--- src/rtl/mem_port_arbiter_if.sv ---
// Pipeline-side and memory-side signals of the shared memory port arbiter.
// The arbiter binds the slave modport; the pipeline/memory environment binds master.
interface mem_port_arbiter_if;
  // Fetch path
  logic        if_req;
  logic [63:0] if_addr;
  logic        if_done;
  logic [31:0] if_rdata;
  logic        stall_if;

  // Data (MEM-stage) path
  logic        d_req;
  logic        d_we;
  logic [63:0] d_addr;
  logic [63:0] d_wdata;
  logic        d_done;
  logic [63:0] d_rdata;
  logic        stall_mem;

  // Single-port memory
  logic        mem_en;
  logic        mem_we;
  logic [63:0] mem_addr;
  logic [63:0] mem_wdata;
  logic [63:0] mem_rdata;

  // Handshake: a requester raises *_req with address/data stable at the grant
  // edge and holds it until its one-cycle *_done pulse; it drops req at the
  // edge after done, and never changes req while an access is in flight.
  modport slave (
    input  if_req, if_addr, d_req, d_we, d_addr, d_wdata, mem_rdata,
    output if_done, if_rdata, stall_if, d_done, d_rdata, stall_mem,
           mem_en, mem_we, mem_addr, mem_wdata
  );

  modport master (
    output if_req, if_addr, d_req, d_we, d_addr, d_wdata, mem_rdata,
    input  if_done, if_rdata, stall_if, d_done, d_rdata, stall_mem,
           mem_en, mem_we, mem_addr, mem_wdata
  );
endinterface

--- src/rtl/mem_port_arbiter.sv ---
// Shares one single-port memory between instruction fetch and the MEM stage.
// Optional performance counters are enabled with the ARB_PERF_CNT_EN macro.
module mem_port_arbiter #(
  parameter int unsigned MEM_LAT    = 2,
  parameter int unsigned STARVE_MAX = 4
) (
  input  logic                   clk,
  input  logic                   reset,
  mem_port_arbiter_if.slave      bus,
  output logic [1:0]             dbg_state_o
`ifdef ARB_PERF_CNT_EN
  ,
  output logic [31:0]            perf_if_wait,
  output logic [31:0]            perf_d_wait,
  output logic [31:0]            perf_conflict
`endif
);

  localparam int unsigned SW = (STARVE_MAX < 1) ? 1 : $clog2(STARVE_MAX + 1);
  localparam logic [SW-1:0] STARVE_LIM = SW'(STARVE_MAX);
  localparam logic [3:0]    LAT_INIT   = 4'(MEM_LAT);

  typedef enum logic [1:0] {
    ST_IDLE   = 2'd0,
    ST_ACCESS = 2'd1,
    ST_DONE   = 2'd2
  } state_e;

  typedef enum logic [1:0] {
    OWN_NONE  = 2'd0,
    OWN_DATA  = 2'd1,
    OWN_FETCH = 2'd2
  } owner_e;

  state_e         state_q,     state_d;
  owner_e         owner_q,     owner_d;
  logic [3:0]     lat_cnt_q,   lat_cnt_d;
  logic [SW-1:0]  starve_q,    starve_d;
  logic           we_q,        we_d;
  logic           mem_en_q,    mem_en_d;
  logic           mem_we_q,    mem_we_d;
  logic [63:0]    mem_addr_q,  mem_addr_d;
  logic [63:0]    mem_wdata_q, mem_wdata_d;
  logic [31:0]    if_rdata_q,  if_rdata_d;
  logic [63:0]    d_rdata_q,   d_rdata_d;

  logic grant_data;
  logic grant_fetch;
  logic if_done;
  logic d_done;

  // Data wins unless fetch has already been passed over STARVE_MAX times in a row.
  assign grant_data  = bus.d_req && (!bus.if_req || (starve_q < STARVE_LIM));
  assign grant_fetch = !grant_data && bus.if_req;

  always_ff @(posedge clk or negedge reset) begin
    if (!reset) begin
      state_q     <= ST_IDLE;
      owner_q     <= OWN_NONE;
      lat_cnt_q   <= '0;
      starve_q    <= '0;
      we_q        <= 1'b0;
      mem_en_q    <= 1'b0;
      mem_we_q    <= 1'b0;
      mem_addr_q  <= '0;
      mem_wdata_q <= '0;
      if_rdata_q  <= '0;
      d_rdata_q   <= '0;
    end else begin
      state_q     <= state_d;
      owner_q     <= owner_d;
      lat_cnt_q   <= lat_cnt_d;
      starve_q    <= starve_d;
      we_q        <= we_d;
      mem_en_q    <= mem_en_d;
      mem_we_q    <= mem_we_d;
      mem_addr_q  <= mem_addr_d;
      mem_wdata_q <= mem_wdata_d;
      if_rdata_q  <= if_rdata_d;
      d_rdata_q   <= d_rdata_d;
    end
  end

  always_comb begin
    state_d     = state_q;
    owner_d     = owner_q;
    lat_cnt_d   = lat_cnt_q;
    starve_d    = starve_q;
    we_d        = we_q;
    mem_en_d    = 1'b0;
    mem_we_d    = 1'b0;
    mem_addr_d  = mem_addr_q;
    mem_wdata_d = mem_wdata_q;
    if_rdata_d  = if_rdata_q;
    d_rdata_d   = d_rdata_q;

    case (state_q)
      ST_IDLE: begin
        if (grant_data) begin
          state_d     = ST_ACCESS;
          owner_d     = OWN_DATA;
          we_d        = bus.d_we;
          mem_en_d    = 1'b1;
          mem_we_d    = bus.d_we;
          mem_addr_d  = bus.d_addr;
          mem_wdata_d = bus.d_wdata;
          lat_cnt_d   = LAT_INIT;
          if (!bus.if_req) begin
            starve_d = '0;
          end else if (starve_q != STARVE_LIM) begin
            starve_d = starve_q + SW'(1);
          end
        end else if (grant_fetch) begin
          state_d    = ST_ACCESS;
          owner_d    = OWN_FETCH;
          we_d       = 1'b0;
          mem_en_d   = 1'b1;
          mem_addr_d = bus.if_addr;
          lat_cnt_d  = LAT_INIT;
          starve_d   = '0;
        end
      end

      ST_ACCESS: begin
        // lat_cnt hits zero in the cycle mem_rdata becomes valid.
        if (lat_cnt_q == 4'd0) begin
          state_d = ST_DONE;
          if (owner_q == OWN_FETCH) begin
            if_rdata_d = bus.mem_rdata[31:0];
          end else if (!we_q) begin
            d_rdata_d = bus.mem_rdata;
          end
        end else begin
          lat_cnt_d = lat_cnt_q - 4'd1;
        end
      end

      ST_DONE: begin
        state_d = ST_IDLE;
        owner_d = OWN_NONE;
      end

      default: begin
        state_d = ST_IDLE;
        owner_d = OWN_NONE;
      end
    endcase
  end

  assign if_done = (state_q == ST_DONE) && (owner_q == OWN_FETCH);
  assign d_done  = (state_q == ST_DONE) && (owner_q == OWN_DATA);

  assign bus.if_done   = if_done;
  assign bus.d_done    = d_done;
  assign bus.if_rdata  = if_rdata_q;
  assign bus.d_rdata   = d_rdata_q;
  // Stalls are forced low while reset is held so every output reads zero.
  assign bus.stall_if  = reset && bus.if_req && !if_done;
  assign bus.stall_mem = reset && bus.d_req && !d_done;
  assign bus.mem_en    = mem_en_q;
  assign bus.mem_we    = mem_we_q;
  assign bus.mem_addr  = mem_addr_q;
  assign bus.mem_wdata = mem_wdata_q;
  assign dbg_state_o   = state_q;

`ifdef ARB_PERF_CNT_EN
  logic [31:0] perf_if_wait_q,  perf_if_wait_d;
  logic [31:0] perf_d_wait_q,   perf_d_wait_d;
  logic [31:0] perf_conflict_q, perf_conflict_d;

  always_comb begin
    perf_if_wait_d  = perf_if_wait_q;
    perf_d_wait_d   = perf_d_wait_q;
    perf_conflict_d = perf_conflict_q;
    if (bus.stall_if && (perf_if_wait_q != 32'hFFFF_FFFF)) begin
      perf_if_wait_d = perf_if_wait_q + 32'd1;
    end
    if (bus.stall_mem && (perf_d_wait_q != 32'hFFFF_FFFF)) begin
      perf_d_wait_d = perf_d_wait_q + 32'd1;
    end
    if ((state_q == ST_IDLE) && bus.if_req && bus.d_req &&
        (perf_conflict_q != 32'hFFFF_FFFF)) begin
      perf_conflict_d = perf_conflict_q + 32'd1;
    end
  end

  always_ff @(posedge clk or negedge reset) begin
    if (!reset) begin
      perf_if_wait_q  <= '0;
      perf_d_wait_q   <= '0;
      perf_conflict_q <= '0;
    end else begin
      perf_if_wait_q  <= perf_if_wait_d;
      perf_d_wait_q   <= perf_d_wait_d;
      perf_conflict_q <= perf_conflict_d;
    end
  end

  assign perf_if_wait  = perf_if_wait_q;
  assign perf_d_wait   = perf_d_wait_q;
  assign perf_conflict = perf_conflict_q;
`endif

endmodule

--- src/flat_wrapper.sv ---
// flat-port wrapper written by rule: the top's interface ports become plain ports
module mem_port_arbiter_flat 
#(
  parameter int unsigned MEM_LAT    = 2,
  parameter int unsigned STARVE_MAX = 4
)
  (clk, reset, dbg_state_o, bus_if_req, bus_if_addr, bus_d_req, bus_d_we, bus_d_addr, bus_d_wdata, bus_mem_rdata, bus_if_done, bus_if_rdata, bus_stall_if, bus_d_done, bus_d_rdata, bus_stall_mem, bus_mem_en, bus_mem_we, bus_mem_addr, bus_mem_wdata);
  mem_port_arbiter_if bus_i ();
  input  logic clk;
  input  logic reset;
  output logic [1:0] dbg_state_o;
  input wire logic [$bits(bus_i.if_req)-1:0] bus_if_req;
  input wire logic [$bits(bus_i.if_addr)-1:0] bus_if_addr;
  input wire logic [$bits(bus_i.d_req)-1:0] bus_d_req;
  input wire logic [$bits(bus_i.d_we)-1:0] bus_d_we;
  input wire logic [$bits(bus_i.d_addr)-1:0] bus_d_addr;
  input wire logic [$bits(bus_i.d_wdata)-1:0] bus_d_wdata;
  input wire logic [$bits(bus_i.mem_rdata)-1:0] bus_mem_rdata;
  output wire logic [$bits(bus_i.if_done)-1:0] bus_if_done;
  output wire logic [$bits(bus_i.if_rdata)-1:0] bus_if_rdata;
  output wire logic [$bits(bus_i.stall_if)-1:0] bus_stall_if;
  output wire logic [$bits(bus_i.d_done)-1:0] bus_d_done;
  output wire logic [$bits(bus_i.d_rdata)-1:0] bus_d_rdata;
  output wire logic [$bits(bus_i.stall_mem)-1:0] bus_stall_mem;
  output wire logic [$bits(bus_i.mem_en)-1:0] bus_mem_en;
  output wire logic [$bits(bus_i.mem_we)-1:0] bus_mem_we;
  output wire logic [$bits(bus_i.mem_addr)-1:0] bus_mem_addr;
  output wire logic [$bits(bus_i.mem_wdata)-1:0] bus_mem_wdata;
  assign bus_i.if_req = bus_if_req;
  assign bus_i.if_addr = bus_if_addr;
  assign bus_i.d_req = bus_d_req;
  assign bus_i.d_we = bus_d_we;
  assign bus_i.d_addr = bus_d_addr;
  assign bus_i.d_wdata = bus_d_wdata;
  assign bus_i.mem_rdata = bus_mem_rdata;
  assign bus_if_done = bus_i.if_done;
  assign bus_if_rdata = bus_i.if_rdata;
  assign bus_stall_if = bus_i.stall_if;
  assign bus_d_done = bus_i.d_done;
  assign bus_d_rdata = bus_i.d_rdata;
  assign bus_stall_mem = bus_i.stall_mem;
  assign bus_mem_en = bus_i.mem_en;
  assign bus_mem_we = bus_i.mem_we;
  assign bus_mem_addr = bus_i.mem_addr;
  assign bus_mem_wdata = bus_i.mem_wdata;
  mem_port_arbiter #(.MEM_LAT(MEM_LAT), .STARVE_MAX(STARVE_MAX)) u_core (.clk(clk), .reset(reset), .bus(bus_i), .dbg_state_o(dbg_state_o));
endmodule
--- config.mk ---
export PLATFORM = sky130hd
export DESIGN_NAME = mem_port_arbiter_flat
export DESIGN_NICKNAME = d
export VERILOG_FILES = /design/src/rtl/mem_port_arbiter_if.sv /design/src/rtl/mem_port_arbiter.sv /design/src/flat_wrapper.sv
export SDC_FILE = /design/constraint.sdc
export NUM_CORES = 1
export LEC_CHECK = 0
export CORE_AREA = 2 2 190 192
export CTS_BUF_LIST = sky130_fd_sc_hd__clkbuf_8
export CTS_CLUSTER_DIAMETER = 120
export DETAILED_ROUTE_END_ITERATION = 16
export DIE_AREA = 0 0 192 194
export GPL_ROUTABILITY_DRIVEN = 0
export MAX_ROUTING_LAYER = met4
export SYNTH_ARGS = -nofsm -noshare
export SYNTH_HDL_FRONTEND = slang
export SYNTH_SLANG_ARGS = --single-unit
export TNS_END_PERCENT = 30
--- constraint.sdc ---
create_clock -name clk -period 5.3 [get_ports clk]
set_clock_uncertainty 0.15 [all_clocks]
set_input_delay 1.325 -clock clk [delete_from_list [all_inputs] [get_ports clk]]
set_output_delay 1.325 -clock clk [all_outputs]
set_load 0.02 [all_outputs]
==> impl_metrics.toml <==
[layout]
drive_gt1_frac = 0.183
layoutNonFillerInstCount = 1750
fin_nets = 1522
area_growth_pct = 62.9
n_fill_cell = 3368
fin_area_mm2 = 0.0159
multi_input_area_mm2 = 0.00349
regArea_mm2 = 0.00596

[yosys]
seq_area_frac_synth = 0.609
synth_flop_cell = "dfrtp_1"
synth_top_area_share = 0.609
async_flop_share = 1.00
synth_xor_area_frac = 0
yosys-mux-area-fraction = 0.199
ys_ff_latch = 238
synthSimpleGateAreaFrac = 0.0671
syn-instance-count = 767
synth_commonest_cells = "238 x dfrtp_1, 132 x nand2_1, 126 x mux2_2"
synth_edf_count = 0
synthesis.nets = 1031
synth-compound-area-share = 0.0851
synth_top_family_by_area = "multiplexers"
synth_area_leaders = "dfrtp_1 61%, mux2_2 15%, nand2_1 5.1%, mux2_4 4.6%, a31oi_1 4.2%"
synth_top_area_cell = "dfrtp_1"
ys_warn_count = 0
yosysMostFrequentCell = "dfrtp_1"
ys_types = 38
syn_avg_cell_area_um2 = 12.7
synth_adder_area_share = 0.00384
netlist_area_mm2 = 0.00978

[cts]
clock_sinks = 238
numCtsBuffers = 43
cts_tree = "built"
clock_path_buffers = 3
cts_setup_buffers = 0
insertion_delay_ns = 0.55
holdBufCountCts = 0
htreeDepth = 2
cts-resized-gates = 0
cts_root_buffer = "clkbuf_8"
clkSlewWorstSetupHoldPaths_ns = 0.06

[sta]
clock.fmax_ghz = 0.228
rsz0062_at_grt = "false"
post-route-min-period_ns = 4.39
finalSetupViolCount = 0
timing.final.crit_share = 0.827
whs_ns = 0.335
slew_headroom = 0.308
finalHoldViolations = 0
setup_tns_ns = 0
tightestPinTransition_ns = 1.04
report.final.slew_viol_count = 0

[grt]
grt_pass1_wl_mm = 48.3
grt_use_total = 0.172
grt_pass1_vias = 8331
grt_max_degree = 184
grt-ovfl-total = 0
antenna_found_initial = 2

[drt]
drt-met1-wl_mm = 13.3
drt-total-wl_mm = 32.4
drt_iter0_drc = 217
met3_wirelength_mm = 2.93
drt_pre_antenna_iters = 4
vias = 7945
highest_layer = "met4"
drc = 0
wl_per_cell_um = 18.5
dr_wl_met2_mm = 15.3
viasPerCell = 4.54
drtAntennaViolNets = 0

[worst_setup_path]
crit_fanout = 7
path_class = "in2out"
crit_required_ns = 3.83
cp_top_family = "buffers and inverters"
cp-end-kind = "output port"
cp-start-kind = "primary input"
crit_path_top_delay_cell = "clkdlybuf4s50_1"
arrival_ns = 2.91
path_common_cell = "clkdlybuf4s50_1"
crit_buf_inv = 2
max_stage_delay_ns = 0.66
crit_chain = "clkdlybuf4s50_1 -> nand2_1 -> nor2_1 -> clkdlybuf4s50_1"

[placed_design]
dpl.hpwl_mm = 22.9
post_dp_cell_area_mm2 = 0.0151
numPortBuffers = 492
dp_cells = 1674

[run]
drv_cap = 0

[floorplanning]
start_util = 0.278
core_mm2 = 0.0352
die_w_um = 192
die_area_mm2 = 0.0372
die_y_um = 194
rows = 69
pin_count = 493

[power]
p_leak_nw = 6.70
irDropWorstVdd_mv = 0.281
pwr_density_cell_mw_per_mm2 = 625

[run_status]
status = "finished, final reports clean"

[hold_path]
hp-class = "reg2reg"
==> worst register-to-register path, stage by stage (launching register included) <==
cell	delay, ns
dfrtp_1	0.39
inv_1	0.09
ha_1	0.22
or3b_1	0.50
nor4_4	0.24
buf_4	0.68
mux2_2	0.54
==> layout make-up <==
class	instances	area share
clock inverters	19	0.00526
multi-input cells	464	0.219
repair buffers	501	0.315
diodes	2	0.000314
flip-flops and latches	238	0.374
well taps	461	0.0362
inverters	10	0.00236
clock buffers	55	0.0475
==> path summary, 6_finish.rpt <==
kind | from | endpoint | slack, ns | depth (start not counted)
min in group asynchronous | reset | u_core.lat_cnt_q[1] | 0.56 | 1
max in group asynchronous | reset | u_core.bus.d_rdata[23] | 3.07 | 2
worst min register to register | u_core.bus.d_rdata[10] | u_core.bus.d_rdata[10] | 0.33 | 1
worst min-delay path | u_core.bus.d_rdata[10] | u_core.bus.d_rdata[10] | 0.33 | 1
worst max-delay path | bus_if_req | bus_stall_if | 0.91 | 4
worst max register to register | u_core.lat_cnt_q[0] | u_core.bus.d_rdata[62] | 2.36 | 6
==> per-layer routing <==
metal	vias to the layer above	GRT usage
li1	3682	-
met1	3824	0.204
met2	383	0.279
met3	56	0.0521
met4	0	0.0591
met5	-	-
==> metrics by stage <==
stage	worst slack, ns	utilization	power (mW)
after floorplan	2.07	-	5.80
after global placement	0.781	0.428	8.27
after detailed placement	0.888	0.428	8.35
after CTS	0.887	0.452	10.1
after global routing	0.852	0.452	10.5
final	0.914	0.452	9.95
==> power breakdown <==
group,switching [mW],internal (mW)
clock network,0.762,0.926
logic,2.43,2.56
registers,0.525,2.74
==> sequential cells by signal, indices dropped and copies added (netlist names), 2 cells and up <==
signal                flops
u_core.bus.mem_wdata     64
u_core.starve_q           3
u_core.dbg_state_o        2
u_core.bus.mem_addr      64
u_core.lat_cnt_q          4
u_core.owner_q            2
u_core.bus.d_rdata       64
u_core.bus.if_rdata      32
==> layout by cell type, fill, tap and decap left out, types with 2 or more instances in the layout <==
master           count
clkdlybuf4s50_1    491
dfrtp_1            238
nand2_1            132
mux2_2             126
a21oi_1             65
a31oi_1             65
clkbuf_8            55
mux2_4              30
inv_1               23
buf_4                7
nor2b_1              5
nor2_1               4
mux2_1               4
o21ai_0              3
mux2i_1              3
ha_1                 3
clkinv_2             3
diode_2              2
nand3_1              2
o22ai_1              2
a221oi_1             2
buf_12               2
==> kinds of logic after synthesis <==
group                      Yosys count
AOI/OAI and AO/OA                  143
adders and majority gates            3
buffers and inverters               65
DFF                                238
muxes                              163
and+or+nand+nor                    155
No activity file was read; power rests on OpenSTA's default activity.
